$ cat src/rtl/axi_rd_fetch_master_if.sv
// AR/R read bus between the fetch master and the weight memory model.
// Master drives the burst request, slave returns one data beat per cycle.
interface axi_rd_fetch_master_if #(
  parameter int AW = 32,
  parameter int DW = 32
);
  logic [AW-1:0] araddr;
  logic          arvalid;
  logic [3:0]    arburst;
  logic          arready;
  logic [DW-1:0] rdata;
  logic          rvalid;

  modport master (
    output araddr, arvalid, arburst,
    input  arready, rdata, rvalid
  );

  modport slave (
    input  araddr, arvalid, arburst,
    output arready, rdata, rvalid
  );
endinterface

$ cat src/rtl/axi_rd_fetch_master.sv
// Weight fetch read initiator: splits one request into power-of-two
// bursts on the AR/R bus and streams beats into the weight buffer.
module axi_rd_fetch_master #(
  parameter int DW             = 32,
  parameter int AW             = 32,
  parameter int CNT_W          = 16,
  parameter int MAX_BURST_LOG2 = 3
) (
  input  logic                   clk,
  input  logic                   rst,
  input  logic                   req_valid,
  output logic                   req_ready,
  input  logic [AW-1:0]          req_addr,
  input  logic [CNT_W-1:0]       req_len,
  output logic                   busy,
  output logic                   done,
  output logic                   protocol_err,
  axi_rd_fetch_master_if.master  bus,
  output logic                   wb_wr_en,
  output logic [CNT_W-1:0]       wb_wr_addr,
  output logic [DW-1:0]          wb_wr_data
);

  typedef enum logic [1:0] {
    IDLE,
    ADDR,
    DATA,
    FIN
  } state_t;

  state_t           state;
  state_t           state_nx;
  logic [AW-1:0]    cur_addr;
  logic [CNT_W-1:0] remain;
  logic [CNT_W-1:0] wr_idx;
  logic [CNT_W-1:0] beat_cnt;
  logic [3:0]       burst_log2;
  logic [3:0]       burst_q;
  logic             accept;
  logic             ar_fire;
  logic             beat_ok;
  logic             burst_end;

  assign accept    = (state == IDLE) && req_valid;
  assign ar_fire   = (state == ADDR) && bus.arready;
  assign beat_ok   = (state == DATA) && (beat_cnt != '0)
                   && bus.rvalid;
  assign burst_end = (state == DATA) && (beat_cnt == '0);

  assign bus.araddr  = cur_addr;
  assign bus.arburst = burst_log2;

  // Largest power-of-two burst not exceeding the remaining words
  always_comb begin
    burst_log2 = '0;
    for (int k = 0; k <= MAX_BURST_LOG2; k++) begin
      if (32'(remain) >= (32'd1 << k)) begin
        burst_log2 = 4'(k);
      end
    end
  end

  // State register
  always_ff @(posedge clk or posedge rst) begin
    if (rst) begin
      state <= IDLE;
    end else begin
      state <= state_nx;
    end
  end

  // Next state and handshake/status outputs
  always_comb begin
    state_nx    = state;
    req_ready   = 1'b0;
    busy        = 1'b0;
    done        = 1'b0;
    bus.arvalid = 1'b0;
    unique case (state)
      IDLE: begin
        req_ready = 1'b1;
        if (req_valid) begin
          state_nx = (req_len == '0) ? FIN : ADDR;
        end
      end
      ADDR: begin
        busy        = 1'b1;
        bus.arvalid = 1'b1;
        if (bus.arready) begin
          state_nx = DATA;
        end
      end
      DATA: begin
        busy = 1'b1;
        if (beat_cnt == '0) begin
          state_nx = (remain == '0) ? FIN : ADDR;
        end
      end
      FIN: begin
        done     = 1'b1;
        state_nx = IDLE;
      end
      default: state_nx = IDLE;
    endcase
  end

  // Address/count bookkeeping and registered buffer write port
  always_ff @(posedge clk or posedge rst) begin
    if (rst) begin
      cur_addr     <= '0;
      remain       <= '0;
      wr_idx       <= '0;
      beat_cnt     <= '0;
      burst_q      <= '0;
      wb_wr_en     <= 1'b0;
      wb_wr_addr   <= '0;
      wb_wr_data   <= '0;
      protocol_err <= 1'b0;
    end else begin
      wb_wr_en     <= beat_ok;
      protocol_err <= bus.rvalid && !beat_ok;
      if (accept) begin
        cur_addr <= req_addr;
        remain   <= req_len;
        wr_idx   <= '0;
      end
      if (ar_fire) begin
        beat_cnt <= CNT_W'(1) << burst_log2;
        burst_q  <= burst_log2;
      end
      if (beat_ok) begin
        wb_wr_data <= bus.rdata;
        wb_wr_addr <= wr_idx;
        wr_idx     <= wr_idx + 1'b1;
        remain     <= remain - 1'b1;
        beat_cnt   <= beat_cnt - 1'b1;
      end
      if (burst_end) begin
        cur_addr <= cur_addr + (AW'(1) << burst_q);
      end
    end
  end

endmodule

$ cat src/flat_wrapper.sv
// flat-port wrapper written by rule: the top's interface ports become plain ports
module axi_rd_fetch_master_flat 
#(
  parameter int DW             = 32,
  parameter int AW             = 32,
  parameter int CNT_W          = 16,
  parameter int MAX_BURST_LOG2 = 3
)
  (clk, rst, req_valid, req_ready, req_addr, req_len, busy, done, protocol_err, wb_wr_en, wb_wr_addr, wb_wr_data, bus_araddr, bus_arvalid, bus_arburst, bus_arready, bus_rdata, bus_rvalid);
  axi_rd_fetch_master_if #(.AW(AW), .DW(DW)) bus_i ();
  input  logic clk;
  input  logic rst;
  input  logic req_valid;
  output logic req_ready;
  input  logic [AW-1:0] req_addr;
  input  logic [CNT_W-1:0] req_len;
  output logic busy;
  output logic done;
  output logic protocol_err;
  output logic wb_wr_en;
  output logic [CNT_W-1:0] wb_wr_addr;
  output logic [DW-1:0] wb_wr_data;
  output wire logic [$bits(bus_i.araddr)-1:0] bus_araddr;
  output wire logic [$bits(bus_i.arvalid)-1:0] bus_arvalid;
  output wire logic [$bits(bus_i.arburst)-1:0] bus_arburst;
  input wire logic [$bits(bus_i.arready)-1:0] bus_arready;
  input wire logic [$bits(bus_i.rdata)-1:0] bus_rdata;
  input wire logic [$bits(bus_i.rvalid)-1:0] bus_rvalid;
  assign bus_araddr = bus_i.araddr;
  assign bus_arvalid = bus_i.arvalid;
  assign bus_arburst = bus_i.arburst;
  assign bus_i.arready = bus_arready;
  assign bus_i.rdata = bus_rdata;
  assign bus_i.rvalid = bus_rvalid;
  axi_rd_fetch_master #(.DW(DW), .AW(AW), .CNT_W(CNT_W), .MAX_BURST_LOG2(MAX_BURST_LOG2)) u_core (.clk(clk), .rst(rst), .req_valid(req_valid), .req_ready(req_ready), .req_addr(req_addr), .req_len(req_len), .busy(busy), .done(done), .protocol_err(protocol_err), .bus(bus_i), .wb_wr_en(wb_wr_en), .wb_wr_addr(wb_wr_addr), .wb_wr_data(wb_wr_data));
endmodule
$ cat config.mk
export PLATFORM = sky130hd
export DESIGN_NAME = axi_rd_fetch_master_flat
export DESIGN_NICKNAME = d
export VERILOG_FILES = /design/src/rtl/axi_rd_fetch_master_if.sv /design/src/rtl/axi_rd_fetch_master.sv /design/src/flat_wrapper.sv
export SDC_FILE = /design/constraint.sdc
export NUM_CORES = 1
export LEC_CHECK = 0
export ABC_AREA = 1
export CORE_MARGIN = 2
export CORE_UTILIZATION = 46
export DETAILED_ROUTE_END_ITERATION = 6
export PLACE_DENSITY = 0.77
export SETUP_SLACK_MARGIN = 0.5
export SYNTH_ARGS = -nofsm -noshare
export SYNTH_HDL_FRONTEND = slang
export SYNTH_SLANG_ARGS = --single-unit
$ cat constraint.sdc
create_clock -name clk -period 3.62 [get_ports clk]
set_input_delay 0.362 -clock clk [delete_from_list [all_inputs] [get_ports clk]]
set_output_delay 0.362 -clock clk [all_outputs]
set_load 0.005 [all_outputs]
Yosys cells after proc, flatten, opt, wreduce, memory -nomap -nowiden
Index checks and enable logic that the tools add are counted.
- latch bits: 0
- bits of input ports: 85
- memories: 0
- memory bits (read-only): 0
- bits in writable memories: 0
- register bits after elaboration: 136
- bitwise gates (word level): 0
- add/sub/neg operators: 4
- shift-type cells: 2
- multiplexer cells: 21
- multipliers: 0
- equality and inequality tests: 6
- order comparisons: 3
- divide/modulo/power cells: 0
- reduce and logical (&&, ||, !) cells: 17
- operators by type and width (cell ; count):
    two-way mux 16 bit ; 6
    two-way mux 32 bit ; 2
    logical NOT 16 bit ; 3
    adder 32 bit ; 1
    left shift 1 x 4 -> 32 bit, first input constant ; 1
    subtractor 16 x 1 -> 16 bit, second input constant ; 2
    adder 16 x 1 -> 16 bit, second input constant ; 1
    >= comparator 16 x 2 -> 1 bit, second input constant ; 1
    >= comparator 16 x 3 -> 1 bit, second input constant ; 1
    >= comparator 16 x 4 -> 1 bit, second input constant ; 1
    nonzero test 16 bit ; 1
    left shift 1 x 2 -> 16 bit, first input constant ; 1
    two-way mux 2 bit ; 7
    one-hot mux 2 bit (4 select lines) ; 1
    logical AND 1 bit ; 6
    != test 2 bit, second input constant ; 3
    nonzero test 2 bit ; 3
    two-way mux 1 bit ; 5
    equality test 2 bit, second input constant ; 2
    AND reduction 3 bit ; 1
    equality test 2 x 1 -> 1 bit, second input constant ; 1
    logical NOT 2 bit ; 1
    OR reduction 2 bit ; 1
    logical NOT 1 bit ; 1

Longest topological paths before layout
- word-level depth: 7
- gate-level depth with buffers: 14

Worst setup path before layout
OpenSTA, ideal clock, no wires.
- kind: reg-to-reg
- start point: reg u_core.burst_q[0]
- end point: reg u_core.cur_addr[18], in the netlist u_core.bus.araddr[18]
- slack: 1.640 ns
- buffers on the path: 0
- data required time: 3.552 ns
- stages on the path, launching flop included: 13
- arrival time: 1.911 ns
- cells stage by stage: dfrtp_1 nor2_1 ha_1 inv_1 fa_1 nor2_1 nor2_1 inv_1 nand2_1 nor2_1 nand2_1 or2_2 nand3_1
- cells in the longest elaborated chain, start to end: 3
- ends and longest elaborated chain (what ; line ; source):
    from (decl) ; axi_rd_fetch_master.sv:38 ; logic [3:0] burst_q;
    from (signal assigned) ; axi_rd_fetch_master.sv:129 ; burst_q <= burst_log2;
    left shift 1 x 4 -> 32 bit ; axi_rd_fetch_master.sv:139 ; cur_addr <= cur_addr + (AW'(1) << burst_q);
    adder 32 bit ; axi_rd_fetch_master.sv:139 ;
    two-way mux 32 bit ; axi_rd_fetch_master.sv:138 ; if (burst_end) begin
    to (signal assigned) ; axi_rd_fetch_master.sv:123 ; cur_addr <= req_addr;
    to (signal assigned) ; axi_rd_fetch_master.sv:139 ;
    to (decl) ; axi_rd_fetch_master.sv:33 ; logic [AW-1:0] cur_addr;
No other way between the ends.
A chain may end at the register's enable or synchronous reset.

Final worst setup path
- start point: reg u_core.state[0]
- end point: reg u_core.cur_addr[18], in the netlist u_core.bus.araddr[18]
- cells in the longest elaborated chain, start to end: 3
- elaborated cells between the ends (all ways): 6
- those cells by class: eq/ne: 1; mux: 1; reduce/logical: 4
- ends and longest elaborated chain (what ; line ; source):
    from (decl) ; axi_rd_fetch_master.sv:31 ; state_t state;
    from (signal assigned) ; axi_rd_fetch_master.sv:68 ; state <= state_nx;
    equality test 2 bit / logical NOT 2 bit (equally long branches) ; axi_rd_fetch_master.sv:48, axi_rd_fetch_master.sv:44 ;
    logical AND 1 bit, on equally long branches ; axi_rd_fetch_master.sv:48, axi_rd_fetch_master.sv:44 ;
    two-way mux 32 bit / nonzero test 2 bit (equally long branches) ; -- ;
Parallel ways exist; a longest one is shown, timed or not.

==> reports/qor.yml <==
status:
  outcome: "completed"
drt:
  post_drt_via_cell_ratio: 5.14
  drt-pass1-iter-count: 5
  postRouteAntennaNets: 0
  drt-total-wl_um: 21600
  routedWlPerCell_um: 14.5
  vias: 7651
  drt_iter0_drc: 493
  remaining_drc_errors: 0
finish:
  final_layout_size_suffix_gt1_frac: 0.0528
  fin_nets: 1355
  fillers: 1486
  syn2layout_area_growth_pct: 31.5
  antennaDiodeCount: 0
clock_tree:
  clock_path_buffers: 2
  clkSinkCount: 134
  clkLatencyLatePin_ns: 0.43
  cts_resized: 0
  cts-root-buf: "clkbuf_16"
  htreeDepth: 4
  cts_buffers: 17
  post_cts_buffers: 0
  cts_tree: "done"
  cts_hold_buf: 0
  clk_pin_slew_worst_paths_ns: 0.07
place:
  dp_hpwl_um: 15600
  port_buffers: 172
  dp_slack_ns: 0.992
  gp_routability_congestion: 0.949
floorplan:
  die_h_um: 135
  core_um2: 16600
  num_rows: 47
  start_util: 0.471
  die_w_um: 135
  ios: 175
  dieArea_um2: 18100
critical_path:
  path_cells: "inv_1, ha_1, clkinv_1, nor2_2, buf_4, nand2_1, or2_2, nand3_1"
  path_max_fanout: 11
  crit_slowest_cell: "nor2_2"
  worstPathRequired_ns: 3.98
  cpPeakStageDelay_ns: 0.55
  path_class: "flop to flop"
  critical_path.startpoint_type: "flop"
  crit_family: "simple AND/OR/NAND/NOR gates"
  cp_data_arrival_time_ns: 2.99
  crit_path_end_kind: "flop"
  cp_num_buf_inv: 3
timing:
  worstMarginPinSlew_ns: 0.782
  slew_violations: 0
  skew_ns: 0.0111
  fin_ws_ns: 0.987
  period_share: 0.727
  relSlewSlack: 0.477
  max_freq_ghz: 0.380
  final_hold_viol_count: 0
  tns_ns: 0
  setup_viol: 0
  period_needed_ns: 2.63
  rsz0062_at_grt: "no"
power:
  power_frac_seq: 0.341
  p_sw_mw: 3.23
  p_total_mw: 7.77
  p_per_area_nw_per_um2: 754
  pwr-share-comb: 0.435
  p_sw_frac: 0.415
  power.share.clock: 0.224
  internal-power_mw: 4.55
  ir_worst_vdd_uv: 580
  leakage_nw: 4.79
global_route:
  grt_pass1_wl_um: 36000
  grt_antenna_before_repair: 0
  gr-total-overflow: 0
  grt_usage: 0.247
  grt_pass1_vias: 7371
  grt_start_max_net_pins: 55
synthesis:
  async_flop_share: 1.00
  synth.avg_cell_area_um2: 7.21
  synth_flop_cell: "dfrtp_1"
  synth_edf_count: 0
  ys.warnings.count: 0
  ys_seq_elements: 134
  syn_area_um2: 7840
  synth_cell_type_count: 43
  seq_area_frac_synth: 0.428
  netlist_instances: 1087
min_path:
  min_path_type: "input port to asynchronous set/reset pin"
run:
  maxCapViolCount: 0
## synthesized netlist by cell type, types with 2 or more instances
master     count  area share
buf_6          7       0.010
nand3_1       76       0.049
xor2_1        33       0.037
nand2_1      434        0.21
buf_2         12      0.0077
nand3b_1       6      0.0057
xnor2_1        6      0.0067
nor4_1         2      0.0016
or2_2          5      0.0040
o21a_1        12       0.011
inv_2          3      0.0014
o21ai_1       10      0.0064
o2bb2ai_1      3      0.0034
inv_1         93       0.045
nand2_2        5      0.0040
o21bai_1       2      0.0019
o211ai_1       3      0.0029
buf_4          6      0.0057
a21oi_1        5      0.0032
ha_1          13       0.021
nor3_1        11      0.0070
clkbuf_1       5      0.0024
or2_0          2      0.0016
dfrtp_1      134        0.43
o22ai_1       11      0.0088
nor2_2         5      0.0040
nor2_4         4      0.0057
nand4_1       11      0.0088
o21ai_0       53       0.034
nor2_1       102       0.049
## cells by family (layout without fill, tap and decap cells)
logic type,Yosys count,in the layout,share of synthesized area
buffers and inverters,129,310,0.0750
XOR/XNOR,39,39,0.0436
AND/OR/NAND/NOR,667,667,0.354
adder cells (fa/ha/maj),14,14,0.0233
AO/OA/AOI/OAI,103,103,0.0757
other,1,2,0.000478
flip-flops,134,134,0.428
## per-layer routing
metal,part of all wire,vias to the layer above,track usage
met5,0,-,0
met4,0.017,0,0.0760
met3,0.077,37,0.0631
met2,0.46,272,0.397
met1,0.45,3561,0.331
li1,-,3781,-
## area by class of cell
| type | instances | area, um2 | area share |
|---|---|---|---|
| multi-input combinational | 825 | 3910 | 0.379 |
| sequential | 134 | 3350 | 0.325 |
| timing repair buffer | 180 | 1810 | 0.175 |
| clock buffer | 18 | 439 | 0.0426 |
| inverter | 98 | 374 | 0.0363 |
| tap | 220 | 275 | 0.0267 |
| clock inverter | 14 | 148 | 0.0143 |
## metrics by stage
| stage | cell area [um2] | util | cells | hold WS, ns |
|---|---|---|---|---|
| CTS | 10300 | 0.619 | 1489 | 0.432 |
| finish | 10300 | 0.619 | 1489 | 0.410 |
| global placement | 9720 | 0.584 | 1457 | 0.461 |
| global route | 10300 | 0.619 | 1489 | 0.460 |
| floorplan | 7850 | - | 1088 | 0.471 |
| detailed placement | 9720 | 0.584 | 1457 | 0.464 |
## cells in the final DEF, fill, tap and decap left out, types with 4 or more instances in the layout
cell	instances
nand2_1	434
clkdlybuf4s50_1	172
dfrtp_1	134
nor2_1	102
inv_1	92
nand3_1	76
o21ai_0	53
xor2_1	33
clkbuf_16	17
ha_1	13
o21a_1	12
nand4_1	11
nor3_1	11
o22ai_1	11
o21ai_1	10
inv_8	7
xnor2_1	6
nand3b_1	6
inv_6	6
buf_4	6
a21oi_1	5
nor2_2	5
nand2_2	5
or2_2	5
nor2_4	4
## registers in the layout, summed over array words and instances, names as in the netlist
name                 flops
u_core.remain           16
u_core.wb_wr_data       32
u_core.wr_idx           16
u_core.bus.araddr       32
u_core.protocol_err      1
u_core.wb_wr_en          1
u_core.burst_q           2
u_core.wb_wr_addr       16
u_core.state             2
u_core.beat_cnt         16
## power by group through the flow
stage	sequential [mW]	combinational (mW)	clock (mW)
after detailed placement	2.64	3.37	0
after global placement	2.64	3.29	0
after CTS	2.64	3.39	1.77
after floorplan	2.52	2.02	0
final	2.65	3.38	1.74
after global routing	2.72	3.81	1.83
## worst paths after layout
path	from	endpoint	slack (ns)	cells after the start
min in group clk	bus_rdata[28]	u_core.wb_wr_data[28]$_DFFE_PP0P_	0.46	3
max in group asynchronous	rst	u_core.bus.araddr[24]$_DFFE_PP0P_	2.23	4
worst max-delay path	u_core.state[0]$_DFFE_PP0P_	u_core.bus.araddr[18]$_DFFE_PP0P_	0.99	8
worst min register to register	u_core.wb_wr_data[18]$_DFFE_PP0P_	u_core.wb_wr_data[18]$_DFFE_PP0P_	0.49	2
worst min-delay path	rst	u_core.wb_wr_data[11]$_DFFE_PP0P_	0.41	2
worst max register to register	u_core.state[0]$_DFFE_PP0P_	u_core.bus.araddr[18]$_DFFE_PP0P_	0.99	8
Power figures use the tool's default switching activity.
